**src/rtl/dds_freq_meter_pkg.sv**
```systemverilog
// rtl/dds_freq_meter_pkg.sv - shared DDS constants, FSM states and sizing helpers
package dds_freq_meter_pkg;

    localparam int DDS_N_DEFAULT = 8;
    localparam int DDS_K_DEFAULT = 2;

    // Counter width and dividend for the default configuration.
    localparam int DDS_CNT_W_DEFAULT    = DDS_N_DEFAULT + 2 + DDS_K_DEFAULT;
    localparam int DDS_DIVIDEND_DEFAULT = 1 << (DDS_N_DEFAULT + 1 + DDS_K_DEFAULT);

    typedef enum logic [2:0] {
        ST_IDLE   = 3'd0,
        ST_ARM    = 3'd1,
        ST_COUNT  = 3'd2,
        ST_DIVIDE = 3'd3,
        ST_DONE   = 3'd4
    } dds_state_e;

    // Cycle counter width: wide enough for P periods of the slowest tuning word.
    function automatic int dds_cnt_width(input int n, input int k);
        return n + 2 + k;
    endfunction

    // log2 of the dividend 2^(N+1+K).
    function automatic int dds_dividend_log2(input int n, input int k);
        return n + 1 + k;
    endfunction

endpackage

```
**src/rtl/dds_serial_divider.sv**
```systemverilog
// rtl/dds_serial_divider.sv - restoring divider, one quotient bit per cycle, fixed latency
module dds_serial_divider
    import dds_freq_meter_pkg::*;
#(
    parameter int N = DDS_N_DEFAULT,
    parameter int K = DDS_K_DEFAULT
) (
    input  logic             clock_i,
    input  logic             reset_i,
    input  logic             start_i,
    input  logic [N+K+1:0]   dividend_i,
    input  logic [N+K+1:0]   divisor_i,
    output logic             done_o,
    output logic [N:0]       quotient_o
);

    localparam int DW   = dds_cnt_width(N, K);
    localparam int QW   = N + 1;
    localparam int CNTW = $clog2(QW + 1);

    // Only the low QW quotient bits are produced: the caller guarantees the
    // dividend's upper bits are already smaller than the divisor, so the
    // first partial remainder is simply those upper bits.
    logic [DW-1:0]   rem_q, rem_d;
    logic [DW-1:0]   den_q, den_d;
    logic [QW-1:0]   num_q, num_d;
    logic [QW-1:0]   quo_q, quo_d;
    logic [CNTW-1:0] cnt_q, cnt_d;
    logic            run_q, run_d;
    logic            done_q, done_d;
    logic [DW:0]     trial;
    logic [DW-1:0]   diff;

    // Next-state: load on start, then one shift/compare/subtract step per cycle.
    always_comb begin
        rem_d  = rem_q;
        den_d  = den_q;
        num_d  = num_q;
        quo_d  = quo_q;
        cnt_d  = cnt_q;
        run_d  = run_q;
        done_d = 1'b0;
        trial  = {rem_q, num_q[QW-1]};
        diff   = trial[DW-1:0] - den_q;
        if (start_i) begin
            rem_d = dividend_i >> QW;
            num_d = dividend_i[QW-1:0];
            den_d = divisor_i;
            quo_d = '0;
            cnt_d = CNTW'(QW);
            run_d = 1'b1;
        end else if (run_q) begin
            if (trial >= {1'b0, den_q}) begin
                rem_d = diff;
                quo_d = {quo_q[QW-2:0], 1'b1};
            end else begin
                rem_d = trial[DW-1:0];
                quo_d = {quo_q[QW-2:0], 1'b0};
            end
            num_d = num_q << 1;
            cnt_d = cnt_q - CNTW'(1);
            if (cnt_q == CNTW'(1)) begin
                run_d  = 1'b0;
                done_d = 1'b1;
            end
        end
    end

    // Datapath and control registers.
    always_ff @(posedge clock_i) begin
        if (reset_i) begin
            rem_q  <= '0;
            den_q  <= '0;
            num_q  <= '0;
            quo_q  <= '0;
            cnt_q  <= '0;
            run_q  <= 1'b0;
            done_q <= 1'b0;
        end else begin
            rem_q  <= rem_d;
            den_q  <= den_d;
            num_q  <= num_d;
            quo_q  <= quo_d;
            cnt_q  <= cnt_d;
            run_q  <= run_d;
            done_q <= done_d;
        end
    end

    assign done_o     = done_q;
    assign quotient_o = quo_q;

endmodule

```
**src/rtl/dds_freq_meter.sv**
```systemverilog
// rtl/dds_freq_meter.sv - measures a DDS output period and estimates its tuning word
module dds_freq_meter
    import dds_freq_meter_pkg::*;
#(
    parameter int N = DDS_N_DEFAULT,
    parameter int K = DDS_K_DEFAULT
) (
    input  logic       clock_i,
    input  logic       reset_i,
    input  logic       sig_in_i,
    input  logic       start_i,
    output logic       busy_o,
    output logic       valid_o,
    output logic [N:0] freq_out_o,
    output logic       error_o
);

    localparam int            CW       = dds_cnt_width(N, K);
    localparam int            EW       = K + 1;
    localparam int            P        = 1 << K;
    localparam logic [CW-1:0] C_MAX    = '1;
    localparam logic [CW-1:0] DIVIDEND = {1'b1, {dds_dividend_log2(N, K){1'b0}}};

    logic sync1_q, sync2_q, prev_q, edge_q;

    dds_state_e    state_q, state_d;
    logic [CW-1:0] c_q, c_d;
    logic [EW-1:0] e_q, e_d;
    logic [N:0]    freq_q, freq_d;
    logic          err_q, err_d;

    logic          div_start;
    logic          div_done;
    logic [N:0]    div_quot;

    // Two-flop synchronizer followed by a registered rising-edge detector.
    always_ff @(posedge clock_i) begin
        if (reset_i) begin
            sync1_q <= 1'b0;
            sync2_q <= 1'b0;
            prev_q  <= 1'b0;
            edge_q  <= 1'b0;
        end else begin
            sync1_q <= sig_in_i;
            sync2_q <= sync1_q;
            prev_q  <= sync2_q;
            edge_q  <= sync2_q & ~prev_q;
        end
    end

    // Measurement FSM: counters, result capture and divider launch.
    always_comb begin
        state_d   = state_q;
        c_d       = c_q;
        e_d       = e_q;
        freq_d    = freq_q;
        err_d     = err_q;
        div_start = 1'b0;
        case (state_q)
            ST_IDLE: begin
                if (start_i) begin
                    c_d     = '0;
                    e_d     = '0;
                    state_d = ST_ARM;
                end
            end
            ST_ARM: begin
                if (c_q == C_MAX) begin
                    freq_d  = '0;
                    err_d   = 1'b1;
                    state_d = ST_DONE;
                end else if (edge_q) begin
                    // The arming edge only marks the phase reference.
                    c_d     = '0;
                    e_d     = '0;
                    state_d = ST_COUNT;
                end else begin
                    c_d = c_q + CW'(1);
                end
            end
            ST_COUNT: begin
                if (c_q == C_MAX) begin
                    freq_d  = '0;
                    err_d   = 1'b1;
                    state_d = ST_DONE;
                end else begin
                    c_d = c_q + CW'(1);
                    if (edge_q) begin
                        e_d = e_q + EW'(1);
                        if (e_q == EW'(P - 1)) begin
                            // c_d now spans exactly P periods; hand it to the divider.
                            div_start = 1'b1;
                            state_d   = ST_DIVIDE;
                        end
                    end
                end
            end
            ST_DIVIDE: begin
                if (div_done) begin
                    freq_d  = div_quot;
                    err_d   = 1'b0;
                    state_d = ST_DONE;
                end
            end
            ST_DONE: begin
                state_d = ST_IDLE;
            end
            default: begin
                state_d = ST_IDLE;
            end
        endcase
    end

    // FSM state, counters and result registers.
    always_ff @(posedge clock_i) begin
        if (reset_i) begin
            state_q <= ST_IDLE;
            c_q     <= '0;
            e_q     <= '0;
            freq_q  <= '0;
            err_q   <= 1'b0;
        end else begin
            state_q <= state_d;
            c_q     <= c_d;
            e_q     <= e_d;
            freq_q  <= freq_d;
            err_q   <= err_d;
        end
    end

    dds_serial_divider #(
        .N (N),
        .K (K)
    ) u_div (
        .clock_i    (clock_i),
        .reset_i    (reset_i),
        .start_i    (div_start),
        .dividend_i (DIVIDEND),
        .divisor_i  (c_d),
        .done_o     (div_done),
        .quotient_o (div_quot)
    );

    assign busy_o     = (state_q != ST_IDLE);
    assign valid_o    = (state_q == ST_DONE);
    assign freq_out_o = freq_q;
    assign error_o    = err_q;

endmodule

```
**config.mk**
```make
export PLATFORM = sky130hd
export DESIGN_NAME = dds_freq_meter
export DESIGN_NICKNAME = d
export VERILOG_FILES = /design/src/rtl/dds_freq_meter_pkg.sv /design/src/rtl/dds_serial_divider.sv /design/src/rtl/dds_freq_meter.sv
export SDC_FILE = /design/constraint.sdc
export NUM_CORES = 1
export LEC_CHECK = 0
export ABC_CLOCK_PERIOD_IN_PS = 2240
export CAP_MARGIN = 10
export CORE_MARGIN = 2
export CORE_UTILIZATION = 45
export DETAILED_ROUTE_END_ITERATION = 7
export PLACE_DENSITY = 0.66
export SETUP_SLACK_MARGIN = 0.5
export SYNTH_ARGS = -nofsm -noshare
export SYNTH_HDL_FRONTEND = slang
export SYNTH_SLANG_ARGS = --single-unit
```
**constraint.sdc**
```tcl
create_clock -name clock_i -period 2.24 [get_ports clock_i]
set_clock_uncertainty 0.1 [all_clocks]
set_input_delay 0.336 -clock clock_i [delete_from_list [all_inputs] [get_ports clock_i]]
set_output_delay 0.336 -clock clock_i [all_outputs]
set_load 0.01 [all_outputs]
```
== Yosys cells after proc, flatten, opt, wreduce, memory -nomap -nowiden ==
Index checks and enable logic that the tools add are counted.

* Equality and inequality tests: 17
* Reduce and logical (&&, ||, !) cells: 11
* Bitwise logic cells: 3
* Muxes and demuxes: 39
* Order comparisons: 1
* Add/sub/neg operators: 4

{| class="wikitable"
|+ Operators by type and width
! kind !! count
|-
| 12-bit 2-to-1 mux || 5
|-
| 3-bit 2-to-1 mux || 14
|-
| 12-bit one-hot mux with 3 select lines || 1
|-
| 9-bit 2-to-1 mux || 2
|-
| 9-bit one-hot mux with 2 select lines || 1
|-
| 13-bit by 12-bit >= comparator with 1-bit output || 1
|-
| 12-bit by 1-bit adder with 12-bit output (second input constant) || 1
|-
| 12-bit equality test (second input constant) || 1
|-
| 3-bit one-hot mux with 4 select lines || 1
|-
| 12-bit subtractor || 1
|-
| 1-bit 2-to-1 mux || 11
|-
| 2-bit inequality test (second input constant) || 5
|-
| 3-bit by 2-bit equality test with 1-bit output (second input constant) || 3
|-
| 3-bit inequality test (second input constant) || 3
|-
| 3-bit one-hot mux with 3 select lines || 1
|-
| 4-bit 2-to-1 mux || 2
|-
| 6-bit AND reduction || 1
|-
| 3-bit nonzero test || 2
|-
| 5-bit AND reduction || 1
|-
| 4-bit by 1-bit equality test with 1-bit output (second input constant) || 1
|-
| 2-bit by 1-bit inequality test with 1-bit output (second input constant) || 2
|-
| 2-bit nonzero test || 2
|-
| 2-bit OR reduction || 2
|-
| 4-bit by 1-bit subtractor with 4-bit output (second input constant) || 1
|-
| other kinds (9) || 10
|}

* Input bits: 4
* Register bits: 71
* Output and inout bits: 12

== Logic depth before layout (Yosys ltp) ==
Gate-level depths: netlist (run 1).

* Depth after elaboration: 6
* Depth in mapped cells: 10

== Cells and area by module ==
Synthesis (run 1) repeated with hierarchy kept, for this count alone.

* Cell total of the unflattened synthesis: 488
* Area, all modules: 4239.1 um^2

{| class="wikitable"
|+ By module, submodules not included
! module !! area an instance (um^2) !! cells an instance !! times used !! sequential area each (um^2)
|-
| dds_serial_divider || 2595.0 || 300 || 1 || 960.9
|-
| dds_freq_meter || 1644.1 || 188 || 1 || 640.6
|}

== Worst setup path after synthesis (run 1) ==
No wires, ideal clock.

* Path kind: flip-flop to flip-flop
* Start: register u_div.den_q[10]
* End: register u_div.rem_q[4]
* Stages on the path, launching flop included: 11
* Slack: -24 ps
* Arrival: 2032 ps
* Path buffers: 1
* Cells stage by stage: dfxtp_1 inv_1 ha_1 a21o_1 a211o_1 a21o_1 a31oi_1 buf_2 and3b_1 a21oi_1 a21oi_1

* Longest elaborated chain between the ends: 2

{| class="wikitable"
|+ Ends and longest elaborated chain
! element !! RTL line !! source
|-
| start, declared || dds_serial_divider.sv:25 || <nowiki>logic [DW-1:0] den_q, den_d;</nowiki>
|-
| start signal, assigned || dds_serial_divider.sv:81 || <nowiki>den_q <= den_d;</nowiki>
|-
| 13-bit by 12-bit >= comparator with 1-bit output || dds_serial_divider.sv:53 || <nowiki>if (trial >= {1'b0, den_q}) begin</nowiki>
|-
| 12-bit 2-to-1 mux || dds_serial_divider.sv:53 ||
|-
| end signal, assigned || dds_serial_divider.sv:80 || <nowiki>rem_q <= rem_d;</nowiki>
|-
| end, declared || dds_serial_divider.sv:24 || <nowiki>logic [DW-1:0] rem_q, rem_d;</nowiki>
|}

No other way between the ends.
A chain may end at the register's enable or synchronous reset.

== Worst setup path after layout (run 1) ==
* Start: register c_q[7]
* End: register u_div.den_q[10]

* Longest elaborated chain between the ends: 4
* Elaborated cells between the ends (all ways): 8

{| class="wikitable"
|+ Ends and longest elaborated chain
! element !! RTL line !! source
|-
| start, declared || dds_freq_meter.sv:27 || <nowiki>logic [CW-1:0] c_q, c_d;</nowiki>
|-
| start signal, assigned || dds_freq_meter.sv:118 || <nowiki>c_q <= '0;</nowiki>
|-
| start signal, assigned || dds_freq_meter.sv:124 || <nowiki>c_q <= c_d;</nowiki>
|-
| 12-bit by 1-bit adder with 12-bit output || dds_freq_meter.sv:78, dds_freq_meter.sv:87 ||
|-
| 12-bit 2-to-1 mux || dds_freq_meter.sv:72 || <nowiki>end else if (edge_q) begin</nowiki>
|-
| 12-bit 2-to-1 mux || dds_freq_meter.sv:68 || <nowiki>if (c_q == C_MAX) begin</nowiki>
|-
| 12-bit one-hot mux with 3 select lines || dds_freq_meter.sv:59 || <nowiki>case (state_q)</nowiki>
|}

Several ways; a longest one is shown, not always the timed one.

==> results.toml, run 1 <==
[sta]
worst_slack_ns = -0.0354
fin_crit_sh_pct = 102
period_needed_ns = 2.28
tns_ns = -0.0412
relSlewSlack_pct = 64.7
rsz0062_at_grt = "true"
whs_ns = 0.287
tightest_slew_ns = 0.529
hold_violations = 0
drv_slew = 0
finalSetupViolCount = 2
fmax_ghz = 0.439

[synthesis]
seq_area_frac_synth_pct = 38.8
synth_warnings = 0
synth_edf_count = 0
syn_area_per_cell_um2 = 8.44
netlist_instances = 434
synth_seq_cells = 71
syn_nets = 456
synth.cell_area_um2 = 3660
synthArstFlopShare_pct = 0
synth.distinct_cells = 64
ys.flop_type = "dfxtp_1"

[clock_tree]
insertion_delay_ns = 0.36
h-tree-depth = 3
ctsHoldBuffers = 0
cts_buffers = 9
cts_max_path_buffers = 2
cts-root-buf = "clkbuf_8"
cts.clk_slew.worst_paths_ns = 0.08
cts_sinks = 71
tritoncts = "built"

[power_and_ir_drop]
p_per_area_nw_per_um2 = 735
vdd_drop_max_mv = 0.948
finalPower_mw = 4.16
intPower_mw = 2.67
pwr-share-clk_pct = 28.7
p_leak_nw = 2.07
p_switching_mw = 1.49
switching_share_pct = 35.9
pwr-share-seq_pct = 33.4
comb_power_share_pct = 38.0

[floorplanning]
fp.dieH_um = 94.2
die-area_um2 = 8880
initial_utilization_pct = 46.9
io_pins = 16
rows = 32
core_area_um2 = 7810
die_w_um = 94.2

[grt]
grt_first_pass_wirelength_um = 16200
antenna_found_initial = 0
grt_pass1_vias = 3335
grt_overflow_total = 0
track_usage_pct = 23.2
grt_max_degree = 32

[detailed_routing]
wl_per_cell_um = 18.2
via_per_inst = 5.74
vias = 3592
drt_iter0_drc = 313
dr.pass1.iters = 4
ant_nets = 0
postRouteWirelength_um = 11400
drc_errors = 0

[run_status]
violations = "negative setup slack"
status = "finished with violations"

[worst_setup_path]
crit_path_start = "c_q[7]$_SDFF_PP0_"
r2r_cells = 9
crit_slowest_cell = "dfxtp_1"
cp.arrival_ns = 2.41
crit_path_max_fanout = 3
worstReg2RegStart = "c_q[7]$_SDFF_PP0_"
slowest_delay_ns = 0.43
required_ns = 2.38
critPathKind = "reg2reg"
worst_setup_path_start_kind = "register"
worstPathCellList = "inv_1 > nor4_4 > buf_4 > buf_6 > and3_4 > o21ai_2 > a221o_1 > nor2_2 > a211oi_2"
r2r_setup_slack_ns = -0.04
cp-end-kind = "register"
reg2reg_to = "u_div.den_q[10]$_SDFFE_PP0P_"

[worst_hold_path]
min_to = "edge_q$_SDFF_PP0_"
min-delay-path-class = "reg2reg"
holdPathStages = 1
hold_path.startpoint = "prev_q$_SDFF_PP0_"

[layout]
n_antenna_cell = 0
final_cells = 626
stdcell_area_um2 = 5660
syn_to_final_growth_pct = 54.5
final_layout_size_suffix_gt1_share_pct = 48.5
finalNetCount = 541
fin_util_pct = 72.5

[placed_design]
gp_congestion = 0.788
dp_hpwl_um = 5790
io_buffers = 15
place_ws_ns = -0.110
dp_cells = 552
placed_area_um2 = 4150

[job]
cap_violations = 0
## state kept, by name (all words and copies together) (netlist names)
register          count
u_div.quotient_o      9
u_div.cnt_q           4
edge_q                1
prev_q                1
error_o               1
state_q               3
freq_out_o            9
c_q                  12
sync2_q               1
u_div.den_q          12
e_q                   3
u_div.rem_q          12
u_div.run_q           1
sync1_q               1
u_div.done_o          1
## cells in the final DEF (no fill, tap or decap), drive strengths merged, types with 6 or more instances in the layout
master,netlist,final
buf,8,77
dfxtp,71,71
nor2,58,60
a21oi,43,43
nand2,33,33
o21ai,23,23
inv,21,21
ha,17,17
nand3,16,16
a211oi,15,15
mux2i,14,14
clkdlybuf4s50,0,12
clkbuf,12,11
nand2b,10,10
nor2b,9,9
nor3,9,9
a21o,6,6
## worst max-delay path: cells and delay by family (launching register included)
family	cells	cell delay, ns
AND/OR/NAND/NOR	3	0.70
buffers and inverters	3	0.41
flip-flops	1	0.43
AO/OA/AOI/OAI	3	0.51
## power groups by stage
stage	combinational, mW	sequential, mW	clock, mW
2_1_floorplan	0.702	1.37	0
3_3_place_gp	0.898	1.40	0
3_5_place_dp	0.914	1.40	0
4_1_cts	1.23	1.38	1.20
5_1_grt	1.67	1.40	1.26
6_report	1.58	1.39	1.19
## worst max path at each step
stage	endpoint	slack [ns]	cells after the start
finish	u_div.den_q[10]$_SDFFE_PP0P_	-0.04	9
global route	u_div.rem_q[9]$_SDFFE_PP0P_	-0.06	11
CTS	u_div.rem_q[4]$_SDFFE_PP0P_	0.11	10
detailed placement	u_div.den_q[1]$_SDFFE_PP0P_	-0.11	8
global placement	u_div.den_q[1]$_SDFFE_PP0P_	-0.08	8
floorplan	u_div.rem_q[4]$_SDFFE_PP0P_	0.19	10
## what timing repair did
action	in CTS	in global routing
endpoints found under the setup margin	69	69
buffers inserted	30	22
gates resized for setup	113	92
cloned	6	0
pin swaps	55	30
hold endpoints to repair	0	0
## synthesized netlist by cell type, types with 2 or more instances
library cell | count | share of area, %
nor3_1 | 8 | 1.1
inv_1 | 21 | 2.2
buf_2 | 5 | 0.68
clkbuf_1 | 11 | 1.1
nand4_1 | 2 | 0.34
or2_1 | 2 | 0.34
nand3_1 | 15 | 2.0
a21boi_0 | 2 | 0.41
ha_1 | 17 | 5.8
a21oi_1 | 42 | 5.7
o21ai_0 | 22 | 3.0
nor2_1 | 55 | 5.6
nor2b_1 | 9 | 1.5
or3_1 | 2 | 0.34
nand2b_1 | 10 | 1.7
o2111ai_1 | 2 | 0.48
mux2i_1 | 14 | 3.8
dfxtp_1 | 71 | 39
buf_6 | 2 | 0.61
and3_1 | 3 | 0.51
a21o_1 | 6 | 1.2
o22ai_1 | 3 | 0.51
and2_1 | 4 | 0.68
o31a_1 | 5 | 1.2
nand3b_1 | 3 | 0.61
o211ai_1 | 2 | 0.41
xor2_1 | 2 | 0.48
nand2_1 | 33 | 3.4
xnor2_1 | 4 | 0.96
o21a_1 | 5 | 1.0
a22o_1 | 2 | 0.48
a211oi_1 | 15 | 3.1
nor2_4 | 3 | 0.92
a221o_1 | 2 | 0.55
## area by class of cell
| class | instances | area [um2] |
|---|---|---|
| clock buffer | 11 | 151 |
| tap | 102 | 128 |
| timing repair buffer | 91 | 896 |
| inverter | 21 | 78.8 |
| sequential | 71 | 1460 |
| clock inverter | 5 | 80.1 |
| fill | 552 | 2150 |
| multi-input combinational | 325 | 2860 |
## layer usage
metal  share of wire (%)  routed length (um)  vias to the layer above  GRT usage, %
li1                    -                   -                     1708             -
met1                  44                4950                     1770          30.7
met2                  50                5720                       89          38.0
met3                 4.3                 492                       25          4.41
met4                 1.8                 208                        0          7.73
met5                   0                   0                        -             0
## cells by family (layout without fill, tap and decap cells)
group | after synthesis | in the layout | share of synthesized area (%)
adders and majority gates | 18 | 18 | 6.35
and+or+nand+nor | 162 | 165 | 22.9
xor gates and xnor gates | 6 | 6 | 1.43
DFF | 71 | 71 | 38.8
muxes | 14 | 14 | 3.82
buffers and inverters | 41 | 128 | 4.81
AOI/OAI and AO/OA | 122 | 122 | 21.9
No activity file was read; power rests on OpenSTA's default activity.
==> run 2, diff against run 1 <==
- ABC_AREA: unset -> 1
- MAX_ROUTING_LAYER: unset -> met4
- PLACE_DENSITY: 0.66 -> 0.65
==> run 2 against run 1 <==
  * Synthesized area grew 11%
  * Sequential share of layout area fell by 0.43 points
  * Largest cell class unchanged
  * Via count up 10%
  * The run now ends clean
  * Count of clock-buffer cells in the layout down 2
  * Register-to-register slack improved by 0.41 ns
  * Routed wire length decreased by 2.1%
  * Worst hold slack improved by 0.0072 ns
==> results.toml, run 2 <==
[run_status]
status = "completed"

[worst_hold_path]
min-delay-path-class = "reg2reg"

[sta]
relSlewSlack_pct = 75.5
fin_crit_sh_pct = 83.4
whs_ns = 0.294
fmax_ghz = 0.535
finalSetupViolCount = 0
tns_ns = 0
rsz0062_at_grt = "true"
tightest_slew_ns = 0.365
hold_violations = 0
period_needed_ns = 1.87
drv_slew = 0

[power_and_ir_drop]
intPower_mw = 2.19
finalPower_mw = 3.48
p_leak_nw = 2.54
comb_power_share_pct = 32.6
pwr-share-seq_pct = 39.9
pwr-share-clk_pct = 27.5
p_per_area_nw_per_um2 = 611
p_switching_mw = 1.29
vdd_drop_max_mv = 0.397
switching_share_pct = 37.1

[worst_setup_path]
cp-endpoint = "freq_out_o[2]$_SDFFE_PP0P_"
r2r_setup_slack_ns = 0.37
required_ns = 2.44
cp-end-kind = "register"
reg2reg_to = "freq_out_o[2]$_SDFFE_PP0P_"
r2r_cells = 11
cp.arrival_ns = 2.06
worstReg2RegStart = "c_q[0]$_SDFF_PP0_"
worst_setup_path_start_kind = "register"
crit_path_start = "c_q[0]$_SDFF_PP0_"
crit_path_max_fanout = 9
critPathKind = "reg2reg"

[synthesis]
syn_area_per_cell_um2 = 6.80
synth_warnings = 0
netlist_instances = 597
syn_nets = 619
synth_seq_cells = 71
seq_area_frac_synth_pct = 35.0
ys.flop_type = "dfxtp_1"
synth_top_cell_by_area = "dfxtp_1"
synthArstFlopShare_pct = 0
ys_top_cells_by_count = "178 x nand2_1, 94 x inv_1, 71 x dfxtp_1, 59 x nand3_1, 44 x a21oi_1"
synth.cell_area_um2 = 4060
netlist.area_leader.share_pct = 35.0
synth.distinct_cells = 41
yosysMostFrequentCell = "nand2_1"
synth_area_leaders = "dfxtp_1 35%, nand2_1 16%, inv_1 8.7%"
synth_edf_count = 0

[clock_tree]
cts_max_path_buffers = 2
cts_buffers = 9
h-tree-depth = 3
insertion_delay_ns = 0.36
cts-root-buf = "clkbuf_8"
tritoncts = "built"
cts_sinks = 71
ctsHoldBuffers = 0
cts.clk_slew.worst_paths_ns = 0.09

[placed_design]
io_buffers = 15
gp_congestion = 0.909
placed_area_um2 = 4390
dp_hpwl_um = 7030

[floorplanning]
rows = 34
fp.dieH_um = 99.0
io_pins = 16
initial_utilization_pct = 46.5
die_w_um = 99.0
core_area_um2 = 8720
die-area_um2 = 9790

[layout]
n_antenna_cell = 0
final_cell_mix = "149 x nand2_1, 78 x inv_1, 52 x dfxtp_1"
syn_to_final_growth_pct = 40.5
stdcell_area_um2 = 5700
largestRegisters = "c_q: 12 flops, u_div.den_q: 12 flops, u_div.rem_q: 12 flops"
final_layout_size_suffix_gt1_share_pct = 35.7
layout_commonest_cell = "nand2_1"
finalNetCount = 681

[detailed_routing]
via_per_inst = 5.13
wl_per_cell_um = 14.4
vias = 3960
drt_iter0_drc = 212
drc_errors = 0
postRouteWirelength_um = 11100
ant_nets = 0
dr.pass1.iters = 4

[job]
cap_violations = 0

[grt]
grt_overflow_total = 0
grt_max_degree = 29
antenna_found_initial = 0
track_usage_pct = 23.5
grt_first_pass_wirelength_um = 17900
grt_pass1_vias = 3779
[run 2: changes by cell type after synthesis, moves of 10 or more]
cell      before  now
inv_1         21   94
nor2_1        55   30
nand2_1       33  178
nand2b_1      10    0
nand4_1        2   17
mux2i_1       14    0
nand3_1       15   59
a211oi_1      15    0
o21ai_0       22    4
[run 2: area by class of cell]
class | count | area (um2)
clock buffers | 9 | 124
repair buffers | 66 | 749
well taps | 108 | 135
multi-input cells | 407 | 2780
clock inverters | 7 | 55.1
inverters | 103 | 402
flip-flops and latches | 71 | 1450
fillers | 732 | 3020
repair inverters | 1 | 6.26
[run 2: cells by family (layout without fill, tap and decap cells)]
group | Yosys count | in the layout | synth area share, %
compound gates | 67 | 67 | 10.5
xor+xnor | 9 | 9 | 1.94
fa+ha+maj | 18 | 18 | 5.74
buf+inv | 120 | 186 | 12.1
flops | 71 | 71 | 35.0
simple gates | 312 | 313 | 34.8
[run 2: stage by stage]
stage	setup slack [ns]	util [%]	cells
global placement	0.0890	50.3	713
floorplan	0.504	-	597
CTS	0.314	61.4	760
detailed placement	0.0916	50.3	713
finish	0.373	65.4	772
global route	0.287	65.4	772
[run 2: worst max-delay path, cell delays in order (launching register included)]
cell and delay [ns]:
dfxtp_2 0.37, ha_4 0.15, nand2_4 0.06, nor2_4 0.11, nand2_4 0.09, inv_4 0.09, buf_6 0.10, nand3_4 0.09
a21oi_4 0.29, buf_12 0.16, nand3_1 0.08, a21oi_2 0.12
[run 2: power by group through the flow]
stage	Sequential, mW	Combinational, mW	Clock (mW)
final	1.39	1.14	0.959
after global routing	1.40	1.24	1.03
after CTS	1.39	0.937	0.974
after detailed placement	1.41	0.745	0
after global placement	1.40	0.731	0
after floorplan	1.39	0.575	0
[run 2: metal layers]
| metal | routed length, um | GRT usage [%] | share of wire, % |
|---|---|---|---|
| met1 | 4960 | 29.2 | 45 |
| met2 | 5570 | 38.5 | 50 |
| met3 | 385 | 4.40 | 3.5 |
| met4 | 223 | 7.69 | 2.0 |
| met5 | 0 | - | 0 |
[run 2: worst min path at each step]
stage / end / cells after the start / startpoint / slack, ns
floorplan: edge_q$_SDFF_PP0_ / 1 / prev_q$_SDFF_PP0_ / 0.27
global placement: edge_q$_SDFF_PP0_ / 1 / prev_q$_SDFF_PP0_ / 0.28
detailed placement: edge_q$_SDFF_PP0_ / 1 / prev_q$_SDFF_PP0_ / 0.28
CTS: edge_q$_SDFF_PP0_ / 1 / prev_q$_SDFF_PP0_ / 0.29
global route: edge_q$_SDFF_PP0_ / 1 / prev_q$_SDFF_PP0_ / 0.32
finish: edge_q$_SDFF_PP0_ / 1 / prev_q$_SDFF_PP0_ / 0.29
[run 2: timing repair]
item,CTS,global route
gates cloned,6,2
endpoints found under the setup margin,65,65
gates resized for setup,118,71
setup buffers,25,10
pin swaps,36,33
==> run 3, diff against run 2 <==
- ABC_CLOCK_PERIOD_IN_PS: 2240 -> 1800
- PLACE_DENSITY: 0.65 -> 0.63
- clock period: 2.24 -> 1.8 ns (I/O delays scaled with it)
==> run 3 against run 2 <==
  * The run now ends with negative setup slack left
  * Fmax is 1.2% higher
  * Non-clock buffer count increased by 47
  * Final cell count rose by 6.1%
  * Total power increased by 54%
  * Sequential share of layout area shrank 2.6 points
  * First-iteration DRC count rose by 35%
  * Setup slack lost 0.42 ns
  * Critical path type unchanged
  * Critical endpoint is now u_div.rem_q[9]$_SDFFE_PP0P_
  * Largest power group is now combinational logic
==> results.toml, run 3 (synthesis results as in run 2) <==
[floorplanning]
io_pins = 16
core_area_um2 = 8720
initial_utilization_pct = 46.5
rows = 34
fp.dieH_um = 99.0
die-area_um2 = 9790
die_w_um = 99.0

[sta]
period_needed_ns = 1.85
fmax_ghz = 0.542
finalSetupViolCount = 10
drv_slew = 0
rsz0062_at_grt = "true"
whs_ns = 0.299
hold_violations = 0
tns_ns = -0.231
tightest_slew_ns = 0.445
worst_slack_ns = -0.0458
fin_crit_sh_pct = 103
relSlewSlack_pct = 70.2

[worst_hold_path]
holdPathStages = 1
min_to = "edge_q$_SDFF_PP0_"
min-delay-path-class = "reg2reg"
hold_path.startpoint = "prev_q$_SDFF_PP0_"

[worst_setup_path]
cp-end-kind = "register"
worst_setup_path_start_kind = "register"
reg2reg_to = "u_div.rem_q[9]$_SDFFE_PP0P_"
r2r_cells = 10
critPathKind = "reg2reg"
r2r_setup_slack_ns = -0.05
worstReg2RegStart = "u_div.den_q[11]$_SDFFE_PP0P_"
required_ns = 1.98
cp.arrival_ns = 2.03
crit_path_max_fanout = 5

[detailed_routing]
wl_met1_um = 5500
wl_met2_um = 6630
postRouteWirelength_um = 13000
dr.pass1.iters = 4
drt_iter0_drc = 287
drc_errors = 0
via_per_inst = 5.25
top_layer_used = "met4"
wl_per_cell_um = 15.9
ant_nets = 0
wl_met3_um = 638
vias = 4296

[run_status]
status = "finished with violations"
violations = "negative setup slack"

[power_and_ir_drop]
pwr-share-seq_pct = 32.5
switching_share_pct = 37.3
comb_power_share_pct = 38.3
p_switching_mw = 2.00
p_per_area_nw_per_um2 = 829
pwr-share-clk_pct = 29.2
intPower_mw = 3.36
finalPower_mw = 5.36
p_leak_nw = 2.94
vdd_drop_max_mv = 0.539

[grt]
grt_max_degree = 29
grt_pass1_vias = 4151
antenna_found_initial = 0
grt_first_pass_wirelength_um = 20000
track_usage_pct = 26.2
grt_overflow_total = 0

[placed_design]
placed_area_um2 = 4780
place_ws_ns = -0.130
dp_hpwl_um = 7350
io_buffers = 15
gp_congestion = 0.971
dp_cells = 745

[clock_tree]
insertion_delay_ns = 0.36
cts_buffers = 9
cts-root-buf = "clkbuf_8"
h-tree-depth = 3
cts.clk_slew.worst_paths_ns = 0.09
cts_sinks = 71
ctsHoldBuffers = 0
tritoncts = "built"
cts_max_path_buffers = 2

[layout]
final_cells = 819
largestRegisters = "c_q: 12 flops, u_div.den_q: 12 flops, u_div.rem_q: 12 flops"
syn_to_final_growth_pct = 59.2
stdcell_area_um2 = 6460
n_antenna_cell = 0
finalNetCount = 728
fin_util_pct = 74.1
layout_commonest_cell = "nand2_1"
final_layout_size_suffix_gt1_share_pct = 52.7
final_cell_mix = "126 x nand2_1, 68 x inv_1, 63 x buf_4"

[job]
cap_violations = 0
run 3: cell count changes in the layout (fill, tap and decap cells not counted), moves of 13 or more:
cell	previous run	this run
a21oi_1	25	10
nand2_1	149	126
buf_6	11	27
buf_4	28	63
nand2_4	8	22
dfxtp_1	52	39
a21oi_2	18	31
run 3: layout make-up:
type,count,area [um2]
multi-input combinational,407,3130
fill,599,2260
sequential,71,1470
timing repair buffer,113,1070
inverter,103,412
tap,108,135
clock buffer,9,124
clock inverter,7,111
timing repair inverter,1,11.3
run 3: power by group through the flow:
stage	Combinational (mW)	Clock, mW	Sequential, mW
6_report	2.05	1.56	1.74
5_1_grt	2.20	1.66	1.75
4_1_cts	1.64	1.58	1.73
3_5_place_dp	1.09	0	1.75
3_3_place_gp	1.06	0	1.75
2_1_floorplan	0.755	0	1.74
run 3: worst max-delay path by stage:
stage | to | start | cells after the start
6_report | u_div.rem_q[9]$_SDFFE_PP0P_ | u_div.den_q[11]$_SDFFE_PP0P_ | 10
3_3_place_gp | u_div.rem_q[10]$_SDFFE_PP0P_ | u_div.den_q[11]$_SDFFE_PP0P_ | 10
2_1_floorplan | freq_out_o[4]$_SDFFE_PP0P_ | c_q[1]$_SDFF_PP0_ | 11
5_1_grt | u_div.rem_q[2]$_SDFFE_PP0P_ | u_div.rem_q[9]$_SDFFE_PP0P_ | 10
3_5_place_dp | u_div.rem_q[10]$_SDFFE_PP0P_ | u_div.den_q[11]$_SDFFE_PP0P_ | 10
4_1_cts | u_div.rem_q[8]$_SDFFE_PP0P_ | u_div.den_q[11]$_SDFFE_PP0P_ | 10
run 3: worst max-delay path: stages, from the launching register on:
cell and delay, ns:
dfxtp_2 0.33, inv_2 0.05, ha_4 0.27, inv_4 0.04
nor3_4 0.22, and2_4 0.21, nand2_8 0.07, buf_6 0.15
nand4_1 0.09, nand3_1 0.11, a21oi_2 0.14
run 3: repair_timing:
action,CTS,global route
setup endpoints to repair,79,77
cloned,8,1
endpoints found under the hold margin,0,0
setup buffers,34,15
pin swaps,69,45
gates resized for setup,227,112
run 3: routing by layer:
layer / global-route usage [%] / vias up
li1: - / 2120
met1: 32.9 / 2053
met2: 44.1 / 99
met3: 3.62 / 24
met4: 7.48 / 0
met5: - / -
